**src/rtl/bus_demux3_pkg.sv**
```systemverilog
// bus_demux3_pkg: shared state, target-index types and constants for the 3-target data-bus router
package bus_demux3_pkg;
  localparam int NUM_TARGETS = 3;
  typedef logic [1:0] tgt_t;
  localparam tgt_t TGT_NONE = 2'd3;
  typedef enum logic [2:0] {IDLE, ISSUE, WAIT, RESP, ERR} state_t;
  function automatic logic [NUM_TARGETS-1:0] tgt_onehot(input tgt_t t);
    return (t == TGT_NONE) ? '0 : NUM_TARGETS'(1) << t;
  endfunction
endpackage

```
**src/rtl/addr_decoder3.sv**
```systemverilog
// addr_decoder3: combinational region decode, lower region index wins on overlap
module addr_decoder3
  import bus_demux3_pkg::*;
#(
  parameter int                      P_ADDR_WIDTH = 32,
  parameter logic [P_ADDR_WIDTH-1:0] P_BASE0      = 32'h0000_0000,
  parameter logic [P_ADDR_WIDTH-1:0] P_MASK0      = 32'hFFFF_C000,
  parameter logic [P_ADDR_WIDTH-1:0] P_BASE1      = 32'h1000_0000,
  parameter logic [P_ADDR_WIDTH-1:0] P_MASK1      = 32'hFFFF_FF00,
  parameter logic [P_ADDR_WIDTH-1:0] P_BASE2      = 32'h2000_0000,
  parameter logic [P_ADDR_WIDTH-1:0] P_MASK2      = 32'hFFFF_FFF0
) (
  input  logic [P_ADDR_WIDTH-1:0] i_addr,
  output tgt_t                    o_tgt,
  output logic                    o_hit
);
  logic [NUM_TARGETS-1:0] match;
  assign match = {(i_addr & P_MASK2) == P_BASE2,
                  (i_addr & P_MASK1) == P_BASE1,
                  (i_addr & P_MASK0) == P_BASE0};
  assign o_tgt = match[0] ? 2'd0 : match[1] ? 2'd1 : match[2] ? 2'd2 : TGT_NONE;
  assign o_hit = |match;
endmodule

```
**src/rtl/bus_demux3.sv**
```systemverilog
// bus_demux3: 1-initiator to 3-target load/store router, one outstanding transaction.
// Optional response timeout enabled by defining BUS_TIMEOUT_EN.
module bus_demux3
  import bus_demux3_pkg::*;
#(
  parameter int                      P_ADDR_WIDTH     = 32,
  parameter int                      P_DATA_WIDTH     = 32,
  parameter logic [P_ADDR_WIDTH-1:0] P_BASE0          = 32'h0000_0000,
  parameter logic [P_ADDR_WIDTH-1:0] P_MASK0          = 32'hFFFF_C000,
  parameter logic [P_ADDR_WIDTH-1:0] P_BASE1          = 32'h1000_0000,
  parameter logic [P_ADDR_WIDTH-1:0] P_MASK1          = 32'hFFFF_FF00,
  parameter logic [P_ADDR_WIDTH-1:0] P_BASE2          = 32'h2000_0000,
  parameter logic [P_ADDR_WIDTH-1:0] P_MASK2          = 32'hFFFF_FFF0,
  parameter int                      P_TIMEOUT_CYCLES = 16
) (
  input  logic                                i_clk,
  input  logic                                i_rst_n,
  input  logic                                i_req_valid,
  output logic                                o_req_ready,
  input  logic [P_ADDR_WIDTH-1:0]             i_req_addr,
  input  logic                                i_req_we,
  input  logic [P_DATA_WIDTH-1:0]             i_req_wdata,
  input  logic [P_DATA_WIDTH/8-1:0]           i_req_be,
  output logic                                o_rsp_valid,
  output logic [P_DATA_WIDTH-1:0]             o_rsp_rdata,
  output logic                                o_rsp_err,
  output logic [NUM_TARGETS-1:0]              o_t_valid,
  input  logic [NUM_TARGETS-1:0]              i_t_ready,
  output logic [P_ADDR_WIDTH-1:0]             o_t_addr,
  output logic                                o_t_we,
  output logic [P_DATA_WIDTH-1:0]             o_t_wdata,
  output logic [P_DATA_WIDTH/8-1:0]           o_t_be,
  input  logic [NUM_TARGETS-1:0]              i_t_rsp_valid,
  input  logic [NUM_TARGETS*P_DATA_WIDTH-1:0] i_t_rdata
);
  localparam int BW = P_DATA_WIDTH / 8;
  state_t                  state_q, state_d;
  tgt_t                    sel_q, sel_d, dec_tgt;
  logic                    dec_hit, timeout;
  logic [P_ADDR_WIDTH-1:0] addr_q, addr_d;
  logic                    we_q, we_d, err_q, err_d;
  logic [P_DATA_WIDTH-1:0] wdata_q, wdata_d, rdata_q, rdata_d;
  logic [BW-1:0]           be_q, be_d;

  addr_decoder3 #(
    .P_ADDR_WIDTH(P_ADDR_WIDTH),
    .P_BASE0(P_BASE0), .P_MASK0(P_MASK0),
    .P_BASE1(P_BASE1), .P_MASK1(P_MASK1),
    .P_BASE2(P_BASE2), .P_MASK2(P_MASK2)
  ) u_dec (
    .i_addr(i_req_addr),
    .o_tgt (dec_tgt),
    .o_hit (dec_hit)
  );

`ifdef BUS_TIMEOUT_EN
  localparam int CW = $clog2(P_TIMEOUT_CYCLES + 1);
  logic [CW-1:0] cnt_q, cnt_d;
  logic          busy;
  assign busy    = (state_q == ISSUE) || (state_q == WAIT);
  // counter is zero in IDLE, so it is already cleared at acceptance
  assign cnt_d   = busy ? cnt_q + 1'b1 : '0;
  assign timeout = busy && (cnt_d == CW'(P_TIMEOUT_CYCLES));
  always_ff @(posedge i_clk or negedge i_rst_n)
    if (!i_rst_n) cnt_q <= '0;
    else          cnt_q <= cnt_d;
`else
  logic unused_timeout;
  assign unused_timeout = |P_TIMEOUT_CYCLES;
  assign timeout        = 1'b0;
`endif

  always_comb begin
    state_d = state_q;
    sel_d   = sel_q;
    addr_d  = addr_q;
    we_d    = we_q;
    wdata_d = wdata_q;
    be_d    = be_q;
    rdata_d = rdata_q;
    err_d   = err_q;
    case (state_q)
      IDLE: if (i_req_valid) begin
        sel_d   = dec_tgt;
        addr_d  = i_req_addr;
        we_d    = i_req_we;
        wdata_d = i_req_wdata;
        be_d    = i_req_be;
        state_d = dec_hit ? ISSUE : ERR;
      end
      ISSUE:   state_d = i_t_ready[sel_q] ? WAIT : ISSUE;
      WAIT:    state_d = i_t_rsp_valid[sel_q] ? RESP : WAIT;
      default: state_d = IDLE;
    endcase
    if (timeout) state_d = ERR;
    // RESP and ERR are only ever entered, never held, so these fire once per response
    if (state_d == RESP) begin
      rdata_d = we_q ? '0 : i_t_rdata[sel_q*P_DATA_WIDTH +: P_DATA_WIDTH];
      err_d   = 1'b0;
    end
    if (state_d == ERR) begin
      rdata_d = '0;
      err_d   = 1'b1;
    end
  end

  always_ff @(posedge i_clk or negedge i_rst_n)
    if (!i_rst_n) begin
      state_q <= IDLE;
      sel_q   <= '0;
      addr_q  <= '0;
      we_q    <= 1'b0;
      wdata_q <= '0;
      be_q    <= '0;
      rdata_q <= '0;
      err_q   <= 1'b0;
    end else begin
      state_q <= state_d;
      sel_q   <= sel_d;
      addr_q  <= addr_d;
      we_q    <= we_d;
      wdata_q <= wdata_d;
      be_q    <= be_d;
      rdata_q <= rdata_d;
      err_q   <= err_d;
    end

  assign o_req_ready = state_q == IDLE;
  assign o_t_valid   = (state_q == ISSUE) ? tgt_onehot(sel_q) : '0;
  assign o_t_addr    = addr_q;
  assign o_t_we      = we_q;
  assign o_t_wdata   = wdata_q;
  assign o_t_be      = be_q;
  assign o_rsp_valid = (state_q == RESP) || (state_q == ERR);
  assign o_rsp_rdata = rdata_q;
  assign o_rsp_err   = err_q;
endmodule

```
**config.mk**
```make
export PLATFORM = sky130hd
export DESIGN_NAME = bus_demux3
export DESIGN_NICKNAME = d
export VERILOG_FILES = /design/src/rtl/bus_demux3_pkg.sv /design/src/rtl/addr_decoder3.sv /design/src/rtl/bus_demux3.sv
export SDC_FILE = /design/constraint.sdc
export NUM_CORES = 1
export LEC_CHECK = 0
export BUFFER_PORTS_ARGS = -buffer_cell sky130_fd_sc_hd__buf_2
export CAP_MARGIN = 20
export CORE_MARGIN = 8
export CORE_UTILIZATION = 45
export CTS_BUF_LIST = sky130_fd_sc_hd__clkbuf_8 sky130_fd_sc_hd__clkbuf_16
export DETAILED_ROUTE_END_ITERATION = 8
export PLACE_DENSITY = 0.8
export RECOVER_POWER = 25
export SLEW_MARGIN = 0
export SYNTH_ARGS = -nofsm -noshare
export SYNTH_HDL_FRONTEND = slang
export SYNTH_HIERARCHICAL = 1
export SYNTH_SLANG_ARGS = --single-unit
```
**constraint.sdc**
```tcl
create_clock -name i_clk -period 2.4 [get_ports i_clk]
set_clock_uncertainty 0.2 [all_clocks]
set_input_delay 0.48 -clock i_clk [delete_from_list [all_inputs] [get_ports i_clk]]
set_output_delay 0.48 -clock i_clk [all_outputs]
set_load 0.05 [all_outputs]
```
==> flow_metrics.py <==
metrics = {
    "clocking": {
        "cts_made_buffers": 9,
        "cts_tree": "done",
        "cts.path.max_buffers": 2,
        "htreeDepth": 3,
        "clock_latency_ns": 0.35,
        "cts.sinks": 107,
        "clkTransAtPathRegs_ns": 0.08,
        "cts_root_buffer": "clkbuf_16",
        "postCtsSetupBuffers": 0,
    },
    "detailed_routing": {
        "ant_nets": 0,
        "via_count": 4566,
        "wl_microns": 16200,
        "dr.first_iter.drc_count": 311,
        "vias_per_cell": 5.35,
        "firstDrtPassIters": 4,
        "wl_per_cell_microns": 19.0,
        "remaining_drc_errors": 0,
    },
    "sta": {
        "maxSlewViolCount": 0,
        "setup_ws_ns": 0.115,
        "rsz0062_at_grt": "no",
        "hold_violations": 0,
        "finalSetupViolations": 0,
        "max_freq_mhz": 438,
        "period_needed_ns": 2.28,
        "whs_ns": 0.136,
        "worst-slew-pin-transition_ns": 0.897,
        "slew_headroom_pct": 40.2,
        "fin_crit_sh_pct": 95.2,
    },
    "power": {
        "p_per_area_nw_per_um2": 704,
        "vdd.ir_drop.worst_mv": 0.635,
        "p_leak_nw": 3.61,
    },
    "critical_path": {
        "endpoint_kind": "output port",
        "crit_fanout": 4,
        "critical_path_arrival_ns": 1.60,
        "max_stage_delay_ns": 0.44,
        "path_cells": "or3b_4, nor3b_2, clkbuf_4",
        "critPathKind": "reg -> out",
        "crit_slowest_cell": "or3b_4",
        "critPathLaunchType": "flop",
        "cp.required_ns": 1.72,
    },
    "final_layout": {
        "stdcell_area_sq_um": 7070,
        "layout_common_cells": "buf_2, dfrtp_1, mux2_1",
        "mostFrequentLayoutCell": "buf_2",
        "nFillCells": 930,
        "multi_input_area_sq_um": 2340,
        "seq_area_sq_um": 2680,
        "nets": 879,
        "n_antenna_cell": 0,
        "area_delta_synth_final_pct": 35.7,
        "drive_gt1_share_pct": 48.3,
    },
    "die": {
        "pin_count": 281,
        "dieArea_sq_um": 15300,
        "die_w_microns": 124,
        "design.core.area_sq_um": 11400,
        "rows": 39,
        "dieHeight_microns": 124,
        "start_util_pct": 45.9,
    },
    "yosys": {
        "syn-num-nets": 607,
        "synth_warnings": 6,
        "ys_seq_elements": 107,
        "synth_area_per_cell_sq_um": 12.0,
        "synth_top_area_cell": "dfrtp_1",
        "synthesis.instances": 433,
        "ys_top_cells_by_area": "dfrtp_1, mux2_1, mux2i_1",
        "ys_seq_area_share_pct": 51.4,
        "synthDistinctLibCells": 38,
        "synthesis.area_sq_um": 5210,
        "yosysTopAreaCellShare_pct": 51.4,
    },
    "global_route": {
        "grt_usage_pct": 20.3,
        "grt_start_max_net_pins": 54,
        "grt_overflow": 0,
        "grt_pass1_wl_microns": 24300,
        "antenna_found_initial": 1,
        "grt_pass1_vias": 4794,
    },
    "placement": {
        "io_buffers": 280,
        "pre_cts_ws_ns": 0.0800,
        "post_dp_cell_area_sq_um": 6780,
        "finalWeightedCongestion": 0.836,
        "dp_hpwl_microns": 12800,
    },
    "worst_hold_path": {
        "hp-class": "in -> reg",
    },
    "outcome": {
        "status": "complete, no violations",
    },
    "flow_run": {
        "max-cap-violations": 0,
    },
}
## Yosys cell counts
cell and count:
buf_4 12, nand4b_1 1, or3b_1 1, buf_6 2, o21ai_0 12, a21o_1 1
o31ai_1 4, a21oi_1 35, o21ai_2 1, o2bb2ai_1 1, nand2b_1 4, or2_2 1
o21a_1 1, nor2_1 24, nand2_1 2, nor4b_2 1, nand3_1 11, dfrtp_1 107
o31ai_2 18, a211oi_2 1, o21ai_1 10, mux2_1 70, inv_2 2, nand4_1 1
and2b_1 1, mux2i_1 33, nor4_1 5, buf_2 5, nor3b_2 1, o211ai_1 23
nor3_1 4, a211o_1 2, nor3b_1 1, nor4_2 1, nor2b_1 2, clkbuf_1 19
nand3b_1 12, nor4b_1 1
## layout make-up
type,instances,area share [%]
inverter,2,0.106
timing repair buffer,299,22.4
clock inverter,7,0.743
tap,143,2.53
sequential,107,37.9
clock buffer,9,3.18
multi-input combinational,286,33.1
## worst max-delay path: cells and delay by family, from the launching register on
| family | cells | cell delay (ns) |
|---|---|---|
| simple gates | 2 | 0.62 |
| flops | 1 | 0.39 |
| buf+inv | 1 | 0.25 |
## worst paths after layout
path / start / endpoint / slack (ns) / cells after the start
setup / recovery: state_q[1]$_DFF_PN0_ / o_t_valid[2] / 0.12 / 3
hold / removal: i_req_wdata[1] / o_t_wdata[1]$_DFFE_PN0P_ / 0.14 / 2
setup reg to reg: sel_q[1]$_DFFE_PN0P_ / o_rsp_rdata[15]$_DFFE_PN0P_ / 0.20 / 5
hold reg to reg: o_t_addr[2]$_DFFE_PN0P_ / o_t_addr[2]$_DFFE_PN0P_ / 0.28 / 1
max in group asynchronous: i_rst_n / o_rsp_rdata[19]$_DFFE_PN0P_ / 0.53 / 3
min in group asynchronous: i_rst_n / o_t_wdata[18]$_DFFE_PN0P_ / 0.59 / 2
## through the flow
stage	total power, mW	std cells	setup TNS (ns)	util (%)
after floorplan	3.12	433	-0.670	-
after CTS	5.04	853	0	62.2
after global placement	3.59	836	0	59.7
final	4.98	853	0	62.2
after detailed placement	3.64	836	0	59.7
after global routing	5.19	853	0	62.2
## power by group
group	total [mW]	internal [mW]	switching, mW	leakage [nW]
clock network	1.38	0.711	0.674	0.135
registers	2.10	1.99	0.105	1.32
logic	1.50	0.407	1.09	2.16
total	4.98	3.11	1.87	3.61
## state kept, by name, indices dropped and copies added (netlist names)
register	count
o_t_addr	32
o_t_be	4
sel_q	2
o_t_wdata	32
o_t_we	1
o_rsp_rdata	32
o_rsp_err	1
state_q	3
## repair_timing
item | CTS | global route
endpoints found under the hold margin | 33 | 0
resized for setup | 0 | 5
hold buffers | 1 | 0
endpoints found under the setup margin | 0 | 3
## cell families after synthesis
kind of cell	Yosys count	synth area share [%]
AO/OA/AOI/OAI	109	14.9
buffers and inverters	40	4.15
flip-flops	107	51.4
multiplexers	103	21.5
AND/OR/NAND/NOR	74	8.16
## routing by layer
layer / track usage, % / routed length [microns] / vias up
li1: - / - / 2130
met1: 21.7 / 5800 / 2255
met2: 37.1 / 8900 / 154
met3: 6.75 / 1210 / 25
met4: 6.25 / 310 / 2
met5: 0 / 13 / -
Note: power is estimated with default switching activity, not from simulation.
